`config.mk`:
```
export PLATFORM = sky130hd
export DESIGN_NAME = fetch_ctrl
export DESIGN_NICKNAME = d
export VERILOG_FILES = /design/src/rtl/fetch_ctrl_pkg.sv /design/src/rtl/fetch_slot_align.sv /design/src/rtl/fetch_ctrl.sv
export SDC_FILE = /design/constraint.sdc
export NUM_CORES = 1
export LEC_CHECK = 0
export CAP_MARGIN = 30
export CORE_AREA = 4 4 247 249
export DETAILED_ROUTE_END_ITERATION = 10
export DIE_AREA = 0 0 251 253
export GPL_TIMING_DRIVEN = 0
export SYNTH_ARGS = -nofsm -noshare
export SYNTH_HDL_FRONTEND = slang
export SYNTH_SLANG_ARGS = --single-unit
```
`constraint.sdc`:
```
create_clock -name clock -period 5.41 [get_ports clock]
set_input_delay 1.082 -clock clock [delete_from_list [all_inputs] [get_ports clock]]
set_output_delay 1.082 -clock clock [all_outputs]
set_load 0.01 [all_outputs]
```
`src/rtl/fetch_ctrl_pkg.sv`:
```
// ----------------------------------------------------------------------------
// fetch_ctrl_pkg: shared types and constants for the two-wide fetch stage.  Rev 1.0
// ----------------------------------------------------------------------------
`default_nettype none

package fetch_ctrl_pkg;

  localparam int          NUM_SUPER = 2;
  localparam logic [31:0] NOOP_INST = 32'h47FF_041F;
  localparam logic [31:0] HALT_INST = 32'h0000_0555;

  typedef enum logic [1:0] {
    FETCH  = 2'd0,
    MISS   = 2'd1,
    HALTED = 2'd2
  } FETCH_STATE_t;

  typedef struct packed {
    logic [63:0] pc;
    logic [63:0] npc;
    logic [31:0] inst;
    logic [63:0] target;
    logic        valid;
  } IF_OUT_t;

  // Saturating 32-bit increment used by the performance counters.
  function automatic logic [31:0] sat_add32(input logic [31:0] a, input logic [1:0] b);
    logic [32:0] sum;
    sum = {1'b0, a} + {31'd0, b};
    return sum[32] ? 32'hFFFF_FFFF : sum[31:0];
  endfunction

endpackage

`default_nettype wire

```
`src/rtl/fetch_slot_align.sv`:
```
// ----------------------------------------------------------------------------
// fetch_slot_align: splits a 64-bit I-cache block into two instruction slots.  Rev 1.0
// ----------------------------------------------------------------------------
`default_nettype none

module fetch_slot_align
  import fetch_ctrl_pkg::*;
#(
  parameter logic [31:0] HALT_ENC = HALT_INST
) (
  input  logic [63:0]          pc,
  input  logic [63:0]          data,
  input  logic                 hit,
  output IF_OUT_t              slot [NUM_SUPER],
  output logic [NUM_SUPER-1:0] valid,
  output logic                 halt
);

  logic [31:0] word0;
  logic [31:0] word1;

  assign word0 = data[31:0];
  assign word1 = data[63:32];

  // A HALT in slot 0 suppresses slot 1; a HALT in slot 1 is still delivered.
  always_comb begin
    valid = '0;
    halt  = 1'b0;
    if (hit) begin
      if (!pc[2]) begin
        if (word0 == HALT_ENC) begin
          valid = 2'b01;
          halt  = 1'b1;
        end else begin
          valid = 2'b11;
          halt  = (word1 == HALT_ENC);
        end
      end else begin
        valid = 2'b10;
        halt  = (word1 == HALT_ENC);
      end
    end
  end

  for (genvar i = 0; i < NUM_SUPER; i++) begin : g_slot
    logic [63:0] slot_pc;
    IF_OUT_t     s;

    assign slot_pc = {pc[63:3], 1'(i), pc[1:0]};

    always_comb begin
      s      = '0;
      s.inst = NOOP_INST;
      if (valid[i]) begin
        s.pc     = slot_pc;
        s.npc    = slot_pc + 64'd4;
        s.inst   = data[32*i +: 32];
        s.target = slot_pc + 64'd4;
        s.valid  = 1'b1;
      end
    end

    assign slot[i] = s;
  end

endmodule

`default_nettype wire

```
`src/rtl/fetch_ctrl.sv`:
```
// ----------------------------------------------------------------------------
// fetch_ctrl: two-wide fetch sequencer; optional counters under FETCH_PERF_EN.  Rev 1.0
// ----------------------------------------------------------------------------
`default_nettype none

module fetch_ctrl #(
  parameter logic [63:0] RESET_PC  = 64'h0,
  parameter logic [31:0] HALT_INST = 32'h0000_0555
) (
  input  logic        clock,
  input  logic        reset,
  input  logic        en,
  input  logic        fetch_en,
  input  logic        rollback_en,
  input  logic [63:0] rollback_PC,
  output logic [63:0] Icache_addr,
  output logic        Icache_rd_en,
  input  logic        Icache_hit,
  input  logic [63:0] Icache_data,
  output logic [63:0] if_PC_out         [2],
  output logic [63:0] if_NPC_out        [2],
  output logic [31:0] if_IR_out         [2],
  output logic [63:0] if_target_out     [2],
  output logic [1:0]  if_valid_inst_out,
`ifdef FETCH_PERF_EN
  output logic [31:0] perf_fetched,
  output logic [31:0] perf_miss_cycles,
  output logic [31:0] perf_stall_cycles,
`endif
  output logic        halted
);

  import fetch_ctrl_pkg::*;

  FETCH_STATE_t state, state_next;
  logic [63:0]  pc, pc_next;
  IF_OUT_t      slot [NUM_SUPER];
  logic [1:0]   valid;
  logic         halt_seen;
  logic         accept;
  logic [1:0]   n_valid;

  fetch_slot_align #(.HALT_ENC(HALT_INST)) u_align (
    .pc    (pc),
    .data  (Icache_data),
    .hit   (Icache_hit && state == FETCH),
    .slot  (slot),
    .valid (valid),
    .halt  (halt_seen)
  );

  assign accept  = fetch_en && (valid != 2'b00);
  assign n_valid = {1'b0, valid[0]} + {1'b0, valid[1]};

  always_comb begin
    state_next = state;
    pc_next    = pc;
    if (rollback_en) begin
      state_next = FETCH;
      pc_next    = rollback_PC;
    end else begin
      case (state)
        FETCH: begin
          if (!Icache_hit) begin
            state_next = MISS;
          end else if (accept) begin
            pc_next = pc + {60'd0, n_valid, 2'b00};
            if (halt_seen) state_next = HALTED;
          end
        end
        MISS:    if (Icache_hit) state_next = FETCH;
        HALTED:  state_next = HALTED;
        default: state_next = FETCH;
      endcase
    end
  end

  always_ff @(posedge clock) begin
    if (reset) begin
      state <= FETCH;
      pc    <= RESET_PC;
    end else if (en) begin
      state <= state_next;
      pc    <= pc_next;
    end
  end

  // Everything except the block address reads as zero while reset is held.
  assign Icache_addr       = {pc[63:3], 3'b000};
  assign Icache_rd_en      = !reset && (state != HALTED);
  assign halted            = !reset && (state == HALTED);
  assign if_valid_inst_out = reset ? 2'b00 : valid;

  for (genvar i = 0; i < NUM_SUPER; i++) begin : g_out
    assign if_PC_out[i]     = reset ? 64'd0 : slot[i].pc;
    assign if_NPC_out[i]    = reset ? 64'd0 : slot[i].npc;
    assign if_IR_out[i]     = reset ? 32'd0 : slot[i].inst;
    assign if_target_out[i] = reset ? 64'd0 : slot[i].target;
  end

`ifdef FETCH_PERF_EN
  always_ff @(posedge clock) begin
    if (reset) begin
      perf_fetched      <= '0;
      perf_miss_cycles  <= '0;
      perf_stall_cycles <= '0;
    end else if (en) begin
      if (accept) perf_fetched <= sat_add32(perf_fetched, n_valid);
      if (state == MISS) perf_miss_cycles <= sat_add32(perf_miss_cycles, 2'd1);
      if (valid != 2'b00 && !fetch_en) perf_stall_cycles <= sat_add32(perf_stall_cycles, 2'd1);
    end
  end
`else
  // No performance counters in this build.
`endif

endmodule

`default_nettype wire

```
==> metrics.yaml, run 1 <==
insertion_delay_ns: 0.38
drive_gt1_frac: 0.175
crit_chain: "clkbuf_1 -> inv_1 -> clkbuf_1 -> clkdlybuf4s15_1 -> and3_1 -> clkdlybuf4s50_1"
synth-simple-area-share: 0.380
syn_area_um2: 9630
cts_hold_buffers: 0
worstHoldStart: "pc[0]"
drt_iter0_markers: 1349
highest_layer: "met5"
grt_pass1_vias: 13500
yosysSeqAreaShare: 0.137
cts.reportedPaths.clkPinSlew_ns: 0.05
layoutNonFillerInstCount: 2909
yosys.area_share.xor_xnor: 0.0327
syn_to_final_growth_pct: 82.8
power_density_nw_per_um2: 119
crit_slowest_cell: "clkdlybuf4s15_1"
r2r_cells: 14
die_w_um: 251
route.met2.wl_um: 35700
crit_arrival_ns: 4.33
globalplace.congestion: 0.960
critical_path_class: "input port to output pin"
vias: 14000
required_ns: 4.33
slew_violations: 0
p_leak_nw: 6.64
path_common_cell: "clkbuf_1"
die_y_um: 253
outcome: "complete, no violations"
synth_top_family_by_area: "simple AND/OR/NAND/NOR gates"
dp_cells: 2886
async_reset_ff_frac: 0
setup_slack_ns: 0.000271
io_buffers: 642
whs_ns: 0.472
skew_ns: 0.0126
synth_edf_count: 0
synthAdderAreaFrac: 0.00468
peakVddDrop_uv: 117
fin_crit_ns: 5.41
wl_um: 76400
p_total_mw: 2.09
dr.pass1.iters: 7
cts_root_buffer: "clkbuf_16"
setup_viol: 0
r2r_setup_slack_ns: 0.91
antenna_left: 0
tritoncts: "done"
coreArea_um2: 58700
antenna_found_initial: 19
fmax_mhz: 185
grt_pass1_wl_um: 103000
gr-total-overflow: 0
grt_usage: 0.225
htreeDepth: 3
dp_hpwl_um: 62900
clk_path_buf_depth: 2
fin_crit_sh: 1.00
worstSetupStartpoint: "reset"
reg2reg_to: "pc[62]"
ys_ff_latch: 66
grt_max_degree: 12
utilization: 0.300
worst-path-max-fanout: 11
setup.worst_path.end_class: "output pin"
timing.critical_path.to: "if_IR_out[61]"
detail_route.wl_per_cell_um: 26.3
cp_slowest_stage_delay_ns: 0.83
slew_headroom: 0.245
synth_compound_area_frac: 0.166
place_ws_ns: -0.831
fp-row-count: 89
layout.nets: 2261
hold_path.class: "flop to flop"
tightest_slew_ns: 1.13
crit_path_start_kind: "input port"
drc: 0
yosysWarnings: 0
synth.avg_cell_area_um2: 6.61
wl_met3_um: 7760
rsz0062_at_grt: "yes"
start_util: 0.164
cts_buffers: 9
met1_length_um: 29100
die_area_um2: 63500
synthCells: 1458
cts.sinks: 66
hold_viol: 0
synth.distinct_cells: 74
vias_per_cell: 4.82
maxCapViolCount: 0
ios: 650
synth_flop_cell: "dfxtp_1"
muxShareOfSynthArea: 0.00429
-- power breakdown --
part / internal (mW) / switching [mW] / leakage, nW
logic: 0.434 / 0.502 / 5.96
clock network: 0.331 / 0.264 / 0.138
registers: 0.513 / 0.0430 / 0.540
-- stage by stage --
stage | area, um^2 | setup TNS [ns]
floorplan | 9650 | 0
global placement | 17000 | -357.65
detailed placement | 17100 | -60.80
CTS | 17500 | -0.00801
global route | 17600 | -0.0147
finish | 17600 | 0
-- sequential cells by signal, summed over array words and instances (netlist names), named ones only --
name / count
pc: 63
state: 2
-- cells by family (layout without fill, tap and decap cells) --
group                    after synthesis  in the layout
AND/OR/NAND/NOR                      670            670
buffers and inverters                428           1093
AO/OA/AOI/OAI                        250            250
flip-flops                            66             66
XOR/XNOR                              36             36
multiplexers                           4              4
adder cells (fa/ha/maj)                3              3
other                                  1             14
-- area by class of cell --
class | instances | area, um^2
Clock inverter | 3 | 15.0
Sequential cell | 66 | 1320
Buffer | 387 | 2520
Clock buffer | 12 | 256
Timing Repair Buffer | 652 | 6550
Tap cell | 773 | 967
Inverter | 39 | 146
Antenna cell | 8 | 20.0
Multi-Input combinational cell | 969 | 5810
Fill cell | 6490 | 41100
-- cell usage in the layout, fill, tap and decap left out, drive strengths merged, types with 38 or more instances in the layout --
master | synthesis | layout
buf | 299 | 308
nand2 | 91 | 91
nand3 | 55 | 55
clkdlybuf4s50 | 0 | 642
nor3 | 41 | 41
o21ai | 58 | 58
nand4 | 58 | 58
and3 | 82 | 82
nor2 | 140 | 140
and2 | 73 | 73
clkbuf | 90 | 100
dfxtp | 66 | 66
inv | 38 | 38
a21oi | 74 | 74
-- what timing repair did --
action | CTS | global route
gates resized for setup | 24 | 23
pin swaps | 3 | 0
endpoints found under the setup margin | 196 | 47
setup buffers | 1 | 0
-- critical path: cells and delay by family --
| family | cells | cell delay, ns |
|---|---|---|
| and+or+nand+nor | 1 | 0.34 |
| buffers and inverters | 5 | 2.88 |
-- worst min path at each step --
stage / slack, ns / to / cells past startpoint
2_1_floorplan: 0.44 / pc[0] / 2
3_3_place_gp: 0.46 / pc[0] / 2
3_5_place_dp: 0.47 / pc[0] / 2
4_1_cts: 0.48 / pc[0] / 2
5_1_grt: 0.50 / pc[0] / 2
6_report: 0.47 / pc[0] / 2
-- cells in the mapped netlist (8+ instances only) --
master,number,area [um^2]
a21oi_1,74,370
a22oi_1,8,60.1
a31oi_1,19,119
a32o_1,9,90.1
and2_1,73,457
and3_1,82,513
and4_1,12,105
buf_2,30,150
buf_4,266,2000
clkbuf_1,89,334
dfxtp_1,66,1320
inv_1,38,143
nand2_1,91,342
nand3_1,55,275
nand4_1,54,338
nor2_1,140,526
nor3_1,39,195
nor4_1,28,175
o211ai_1,18,135
o21ai_0,57,285
o31ai_1,10,75.1
or3_1,34,213
or4_1,23,173
xnor2_1,13,114
xor2_1,23,201
-- routing by layer --
layer | vias to the layer above | GRT usage
li1 | 6227 | -
met1 | 6470 | 0.271
met2 | 1065 | 0.385
met3 | 231 | 0.0576
met4 | 14 | 0.0888
met5 | - | 0
(Power assumes the default switching activity.)
==> run 2: changes to the inputs <==
--- a/config.mk
+++ b/config.mk
@@ -7,6 +7,7 @@
 export LEC_CHECK = 0
 export CAP_MARGIN = 30
 export CORE_AREA = 4 4 247 249
+export CTS_CLUSTER_SIZE = 28
 export DETAILED_ROUTE_END_ITERATION = 10
 export DIE_AREA = 0 0 251 253
 export GPL_TIMING_DRIVEN = 0
==> results of run 2 <==
Final layout, timing and power as in run 1 (identical DEF).
